**src/rtl/mb_lane_deser.sv**
```systemverilog
// mb_lane_deser: multi-lane DDR-pair deserializer feeding a small in-order output FIFO
module mb_lane_deser #(
    parameter int NUM_LANES  = 16,
    parameter int WORD_W     = 32,
    parameter int FIFO_DEPTH = 4,
    parameter bit MSB_FIRST  = 1'b1
) (
    input  logic                                 pll_clk,
    input  logic                                 i_rst_n,
    input  logic                                 i_ser_valid,
    input  logic [NUM_LANES-1:0]                 i_data_even,
    input  logic [NUM_LANES-1:0]                 i_data_odd,
    input  logic                                 i_flush,
    input  logic                                 i_par_ready,
    output logic [NUM_LANES*WORD_W-1:0]          o_par_data,
    output logic                                 o_par_valid,
    output logic [$clog2(FIFO_DEPTH):0]          o_fifo_level,
    output logic                                 o_overflow,
    output logic                                 o_partial_drop
);
    localparam int HB = WORD_W / 2;
    localparam int BW = $clog2(HB);
    localparam int PW = $clog2(FIFO_DEPTH) + 1;
    localparam int AW = PW - 1;
    localparam int DW = NUM_LANES * WORD_W;
    localparam logic [BW-1:0] LAST = BW'(HB - 1);
    localparam logic [PW-1:0] FULL = PW'(FIFO_DEPTH);

    logic [BW-1:0] beat_cnt;
    logic [DW-1:0] sr, sr_nxt;
    logic [DW-1:0] mem [FIFO_DEPTH];
    logic [PW-1:0] wr_ptr, rd_ptr;
    logic          full, pop, push_req, push_ok;

    for (genvar k = 0; k < NUM_LANES; k++) begin : g_lane
        if (MSB_FIRST) begin : g_msb
            assign sr_nxt[k*WORD_W +: WORD_W] = {sr[k*WORD_W +: WORD_W-2], i_data_even[k], i_data_odd[k]};
        end else begin : g_lsb
            assign sr_nxt[k*WORD_W +: WORD_W] = {i_data_odd[k], i_data_even[k], sr[k*WORD_W+2 +: WORD_W-2]};
        end
    end

    assign o_fifo_level = wr_ptr - rd_ptr;
    assign o_par_valid  = o_fifo_level != '0;
    assign o_par_data   = o_par_valid ? mem[rd_ptr[AW-1:0]] : '0;
    assign full         = o_fifo_level == FULL;
    assign pop          = o_par_valid & i_par_ready;
    assign push_req     = i_ser_valid & ~i_flush & (beat_cnt == LAST);
    assign push_ok      = push_req & (~full | pop);

    // Beat counting and lane shifting; flush discards the beat and restarts the word
    always_ff @(posedge pll_clk or negedge i_rst_n) begin
        if (!i_rst_n) begin
            beat_cnt       <= '0;
            sr             <= '0;
            o_partial_drop <= 1'b0;
        end else begin
            o_partial_drop <= i_flush & ((beat_cnt != '0) | i_ser_valid);
            if (i_flush) begin
                beat_cnt <= '0;
            end else if (i_ser_valid) begin
                beat_cnt <= (beat_cnt == LAST) ? '0 : beat_cnt + BW'(1);
                sr       <= sr_nxt;
            end
        end
    end

    // Output FIFO: a full FIFO still accepts a push when the head pops on the same edge
    always_ff @(posedge pll_clk or negedge i_rst_n) begin
        if (!i_rst_n) begin
            wr_ptr     <= '0;
            rd_ptr     <= '0;
            o_overflow <= 1'b0;
            for (int i = 0; i < FIFO_DEPTH; i++) mem[i] <= '0;
        end else begin
            if (push_ok) begin
                mem[wr_ptr[AW-1:0]] <= sr_nxt;
                wr_ptr              <= wr_ptr + PW'(1);
            end
            if (pop) rd_ptr <= rd_ptr + PW'(1);
            if (push_req & ~push_ok) o_overflow <= 1'b1;
        end
    end
endmodule

```
**config.mk**
```make
export PLATFORM = sky130hd
export DESIGN_NAME = mb_lane_deser
export DESIGN_NICKNAME = d
export VERILOG_FILES = /design/src/rtl/mb_lane_deser.sv
export SDC_FILE = /design/constraint.sdc
export NUM_CORES = 2
export LEC_CHECK = 0
export CELL_PAD_IN_SITES_DETAIL_PLACEMENT = 0
export CELL_PAD_IN_SITES_GLOBAL_PLACEMENT = 2
export CORE_UTILIZATION = 45
export CTS_BUF_LIST = sky130_fd_sc_hd__clkbuf_8
export DETAILED_ROUTE_END_ITERATION = 12
export GPL_TIMING_DRIVEN = 0
export PLACE_DENSITY_LB_ADDON = 0.05
export REMOVE_ABC_BUFFERS = 1
export SYNTH_ARGS = -nofsm -noshare
export SYNTH_HDL_FRONTEND = slang
export SYNTH_SLANG_ARGS = --single-unit
```
**constraint.sdc**
```tcl
create_clock -name pll_clk -period 4.4 [get_ports pll_clk]
set_clock_uncertainty 0.1 [all_clocks]
set_input_delay 0.88 -clock pll_clk [delete_from_list [all_inputs] [get_ports pll_clk]]
set_output_delay 0.88 -clock pll_clk [all_outputs]
set_load 0.01 [all_outputs]
```
# Word-level counts from Yosys, hierarchy flattened
# Cells that the tools add are included.
[word_totals]
ff_bits = 2570
latch_bits = 0
ram_bits = 0
romBits = 0
input_bits = 37
wordCells = 47
mem_count = 0
[classes]
add_sub_neg = 4
n_mul = 0
div_mod_pow = 0
magnitude_cmp = 3
n_eq_ne = 2
n_shift = 0
muxes = 10
n_bitwise = 13
reduce_logical = 5
[op_table]
columns = ["operator", "n"]
rows = [
  ["$bwmux 2048", 1],
  ["$mux 512", 4],
  ["$bmux 512 s2", 1],
  ["$demux 512 s2", 1],
  ["$mux 4", 3],
  ["$add 3x1->3 const B", 2],
  ["$and 1x1->1", 6],
  ["$ge 3x3->1 const B", 2],
  ["$not 2->3", 2],
  ["$add 4x1->4 const B", 1],
  ["$eq 4x4->1 const B", 1],
  ["$reduce_bool 4->1", 1],
  ["$eq 3x3->1 const B", 1],
  ["$lt 3x1->1 const B", 1],
  ["$not 1->1", 3],
  ["$reduce_bool 3->1", 1],
  ["$sub 3x3->3", 1],
  ["$or 1x1->1", 2],
  ["$reduce_and 2->1", 1],
  ["$reduce_bool 2->1", 1],
  ["$logic_and 1x1->1", 1],
]

# Longest topological paths before layout
[depth]
word_depth = 7
depth_mapped = 10
mapped_depth_nobuf = 6

# Worst setup path after synthesis
# No wires, ideal clock.
[synth_path]
path_type = "register to output"
startpoint = "register wr_ptr[0]"
endpoint = "output o_par_data[100]"
arrival_time_ps = 2514
slack_ps = 906
stages_incl_launch_ff = 11
cell_sequence = "dfrtp_1 inv_1 ha_1 fa_1 xor3_1 buf_2 or2_2 clkbuf_1 clkbuf_1 clkbuf_1 and2_1"
[synth_between]
elab_chain_len = 3
[synth_lines]
columns = ["element", "line_no", "text"]
rows = [
  ["start: declaration", "32", "logic [PW-1:0] wr_ptr, rd_ptr;"],
  ["start signal: assignment", "78", "wr_ptr <= wr_ptr + PW'(1);"],
  ["$sub 3x3->3", "43", "assign o_fifo_level = wr_ptr - rd_ptr;"],
  ["named net o_fifo_level[2]", "17", "output logic [$clog2(FIFO_DEPTH):0] o_fifo_level,"],
  ["$reduce_bool 3->1", "44", "assign o_par_valid = o_fifo_level != '0;"],
  ["$mux 512", "45", "assign o_par_data = o_par_valid ? mem[rd_ptr[AW-1:0]] : '0;"],
  ["end: declaration", "15", "output logic [NUM_LANES*WORD_W-1:0] o_par_data,"],
]
# The timed path passes the listed nets, and every way through them passes these cells.

# Final worst setup path
[layout_path]
startpoint = "register rd_ptr[0]"
endpoint = "output o_par_data[13]"
[layout_between]
elab_chain_len = 5
word_cells_on_any_way = 7
classes_between = "add/sub: 1; mux: 4; bitwise: 1; reduce/logical: 1"
[layout_lines]
columns = ["element", "line_no", "text"]
rows = [
  ["start: declaration", "32", ""],
  ["start signal: assignment", "80", "if (pop) rd_ptr <= rd_ptr + PW'(1);"],
  ["parallel branches: the longest is 4 deep, another holds $sub 3x3->3", "--", ""],
  ["$mux 512 (*)", "45", ""],
]
# Mark *: on every way between the ends. The select of a mux whose other input is x is not followed.

==> key figures <==
Drt
  – DRT Wirelength: 285200 µm
  – DR WL/cell: 23.50 µm
  – DR vias: 64399
  – Routed Antenna Nets: 0
  – # DRC: 0
  – Iteration-0 DRC Markers: 3558
  – DRT Pass-1 Iters: 5
  – Vias per cell: 5.306

Synth
  – Netlist cell types: 29
  – Compound-cell area share of the yosys netlist: 0.1555%
  – Yosys warnings: 0
  – Post-Syn Area per Cell: 14.37 µm²
  – Flops & latches, synth: 2540
  – Post-synthesis mux area share: 31.64%
  – Post-Synth Adder-Cell Area: 0.1098%
  – Xor and xnor area share after synthesis: 0.06174%
  – Synth Area in Simple Gates: 7.934%
  – Register area share after synthesis: 58.08%
  – Post-Syn Instances: 7613
  – Mapped Area: 109400 µm²
  – Main combinational cell family by area after synthesis: multiplexers

Timing
  – Min Tclk post-route: 4914 ps
  – Slew margin rel.: 27.34%
  – Final-report max-slew violation count: 0
  – RSZ-0062 raised after global routing: true
  – TNS Setup: -164570 ps
  – Worst setup margin: -514.3 ps
  – Final hold violations: 0
  – Fin crit share: 111.7%
  – Setup violators final: 582
  – Fmax: 203.5 MHz
  – Slew @ Worst Pin: 1090 ps

Global route
  – GR Util All Layers: 23.31%
  – Grt ovf: 0
  – Vias in the first global route: 70279
  – Largest net degree at the start of global routing: 184
  – First-pass GRT wire length: 439000 µm
  – Initial antenna violation count: 8

Hold path
  – WHS Path Cells: 3
  – HP Start: i_data_even[9]
  – Worst min path class: primary input to flip-flop
  – WHS Endpoint: sr[289]

Placement
  – Post-DP Area: 121900 µm²
  – HPWL Detailed: 176600 µm
  – Routability cong.: 0.6874
  – Pre-CTS setup slack: -1363 ps
  – IO buf count: 554

Floorplan
  – I/O pins: 555
  – Die area: 245200 µm²
  – Die height: 495.1 µm
  – Core Rows: 180
  – Die X: 495.1 µm
  – Initial Util: 45.37%
  – Core area: 241200 µm²

Layout
  – Layout cell share with drive strength beyond 1: 44.08%
  – Commonest cells after routing, fill and taps aside: dfrtp_1 (2538), mux2_2 (2050), nand2_1 (1442)
  – Layout Nets: 8656
  – Fin area: 133200 µm²
  – Leading cell type in the layout, fill and taps excluded: dfrtp_1
  – Fill cell count: 20076
  – Area delta synth->final: 21.76%
  – Core Util, Final: 55.24%

Pwr
  – Pwr/cell area: 448.7 nW/µm²
  – Cell Int Power: 0.04207 W
  – Sw frac: 29.64%
  – Power share of the clock group: 36.6%
  – Worst VDD drop: 821.1 µV
  – Sw Pwr: 0.01772 W
  – Comb pwr share: 20.5%
  – Pleak: 68.67 nW
  – Seq pwr share: 42.8%

Worst setup path
  – Worst-path fanout max: 11
  – R2R cell count: 19
  – Worst R2R Start: rd_ptr[0]
  – CP Class: flip-flop to primary output
  – Arrival time worst endpoint: 3930 ps
  – RR Endpoint: mem[1693]
  – Worst path max stage delay: 670 ps
  – Critical path launch point: rd_ptr[0]
  – Setup crit end kind: primary output
  – Slowest CP cell: clkdlybuf4s50_1
  – Critical Path, Cell by Cell: ha_4, fa_2, xor3_4, or2_4, buf_16, buf_4, and2_1, clkdlybuf4s50_1
  – Crit path required time: 3420 ps
  – Crit start category: flip-flop
  – Reg2Reg Setup Slack: -370 ps

CTS
  – Root buf cell: clkbuf_8
  – CTS tree: done
  – CTS buffer count: 455
  – Clk Latency, worst-skew pair: 1050 ps
  – Worst-path clk slew: 60 ps
  – Max Root-Sink Buffers: 4
  – CTS H-tree depth: 5
  – Clock sink total: 2540

Job
  – MaxCap Viol Count: 0

Outcome
  – Violated checks: setup timing
  – Status: finished with violations
==> logic make-up after synthesis <==
| logic type | count (synthesis) |
|---|---|
| mux | 2563 |
| flops | 2540 |
| simple gates | 1966 |
| buf+inv | 516 |
| compound gates | 13 |
| fa+ha+maj | 9 |
| xor+xnor | 6 |
==> synthesized netlist by cell type <==
cell	number	share of area (%)
a21oi_1	3	0.014
or4_1	1	0.0069
buf_2	215	0.98
xnor2_1	3	0.024
clkbuf_1	279	0.96
a31o_2	1	0.0080
inv_1	11	0.038
o41a_1	1	0.010
and2_1	512	2.9
mux4_2	512	11
nand2b_1	2	0.011
nand2_1	1443	4.9
xor2_1	2	0.016
dfrtp_1	2540	58
nand3_1	2	0.0091
buf_1	11	0.038
mux2_2	2050	21
xor3_1	1	0.022
a2111oi_4	4	0.10
o211ai_1	1	0.0069
fa_1	1	0.018
or2_2	1	0.0057
nor2b_1	1	0.0057
mux2i_1	1	0.0091
ha_1	8	0.091
and3b_1	1	0.0080
nor2_1	3	0.010
o21ai_0	2	0.0091
a211oi_1	1	0.0069
==> what timing repair did <==
action | CTS | global route
buffers inserted | 33 | 91
gates resized for setup | 789 | 307
hold buffers | 3 | 0
gates cloned | 31 | 18
endpoints found under the setup margin | 1799 | 2291
pin swaps | 3 | 9
hold endpoints to repair | 92 | 0
==> layer usage <==
layer | vias to the layer above | share of wire (%) | global-route usage [%] | wire [µm]
met3 | 447 | 5.2 | 5.331 | 14790
met5 | - | 0 | 0 | 0
li1 | 28723 | - | - | -
met4 | 0 | 2.8 | 7.393 | 8077
met1 | 34134 | 44 | 31.71 | 126300
met2 | 1095 | 48 | 37.10 | 136100
==> through the flow <==
stage,hold slack [ps],cells,power [W]
final,358.6,12137,0.05979
after global routing,279.9,12135,0.06269
after CTS,230.3,12033,0.05978
after detailed placement,363.5,11174,0.03531
after global placement,356.0,10847,0.03002
after floorplan,343.3,7108,0.02863
==> flip-flops by register name, summed over array words and instances (netlist names) <==
register and cells:
o_partial_drop 1, wr_ptr 3, beat_cnt 4, o_overflow 1, sr 480, rd_ptr 3, mem 2048
==> worst max-delay path, delay by kind of cell (launching register included) <==
family | cells | cell delay (ps)
adders and majority gates | 2 | 500
xor gates and xnor gates | 1 | 330
buffers and inverters | 3 | 1060
DFF | 1 | 490
and+or+nand+nor | 2 | 440
==> layout make-up <==
class	instances	area [µm²]	area share, %
tap	3185	3985	2.991
clock inverter	202	980.9	0.7362
inverter	11	41.29	0.03099
sequential	2540	63570	47.71
antenna	7	17.52	0.01315
multi-input combinational	4558	43850	32.91
timing repair buffer	1044	12680	9.516
clock buffer	590	8120	6.094
==> power by group through the flow <==
stage	clock, W	sequential [W]	combinational, W
after floorplan	0	0.0260	0.00264
after global placement	0	0.0266	0.00347
after detailed placement	0	0.0261	0.00917
after CTS	0.0227	0.0256	0.0115
after global routing	0.0237	0.0258	0.0132
final	0.0219	0.0256	0.0123
==> how the worst max path moves through the flow <==
stage | slack (ps) | endpoint | depth (start not counted)
after floorplan | -34850 | mem[0] | 5
after global placement | -160610 | mem[350] | 4
after detailed placement | -1360 | o_par_data[149] | 10
after CTS | -810 | o_par_data[474] | 10
after global routing | -620 | o_par_data[380] | 10
final | -510 | o_par_data[13] | 8
Power figures use the tool's default switching activity.
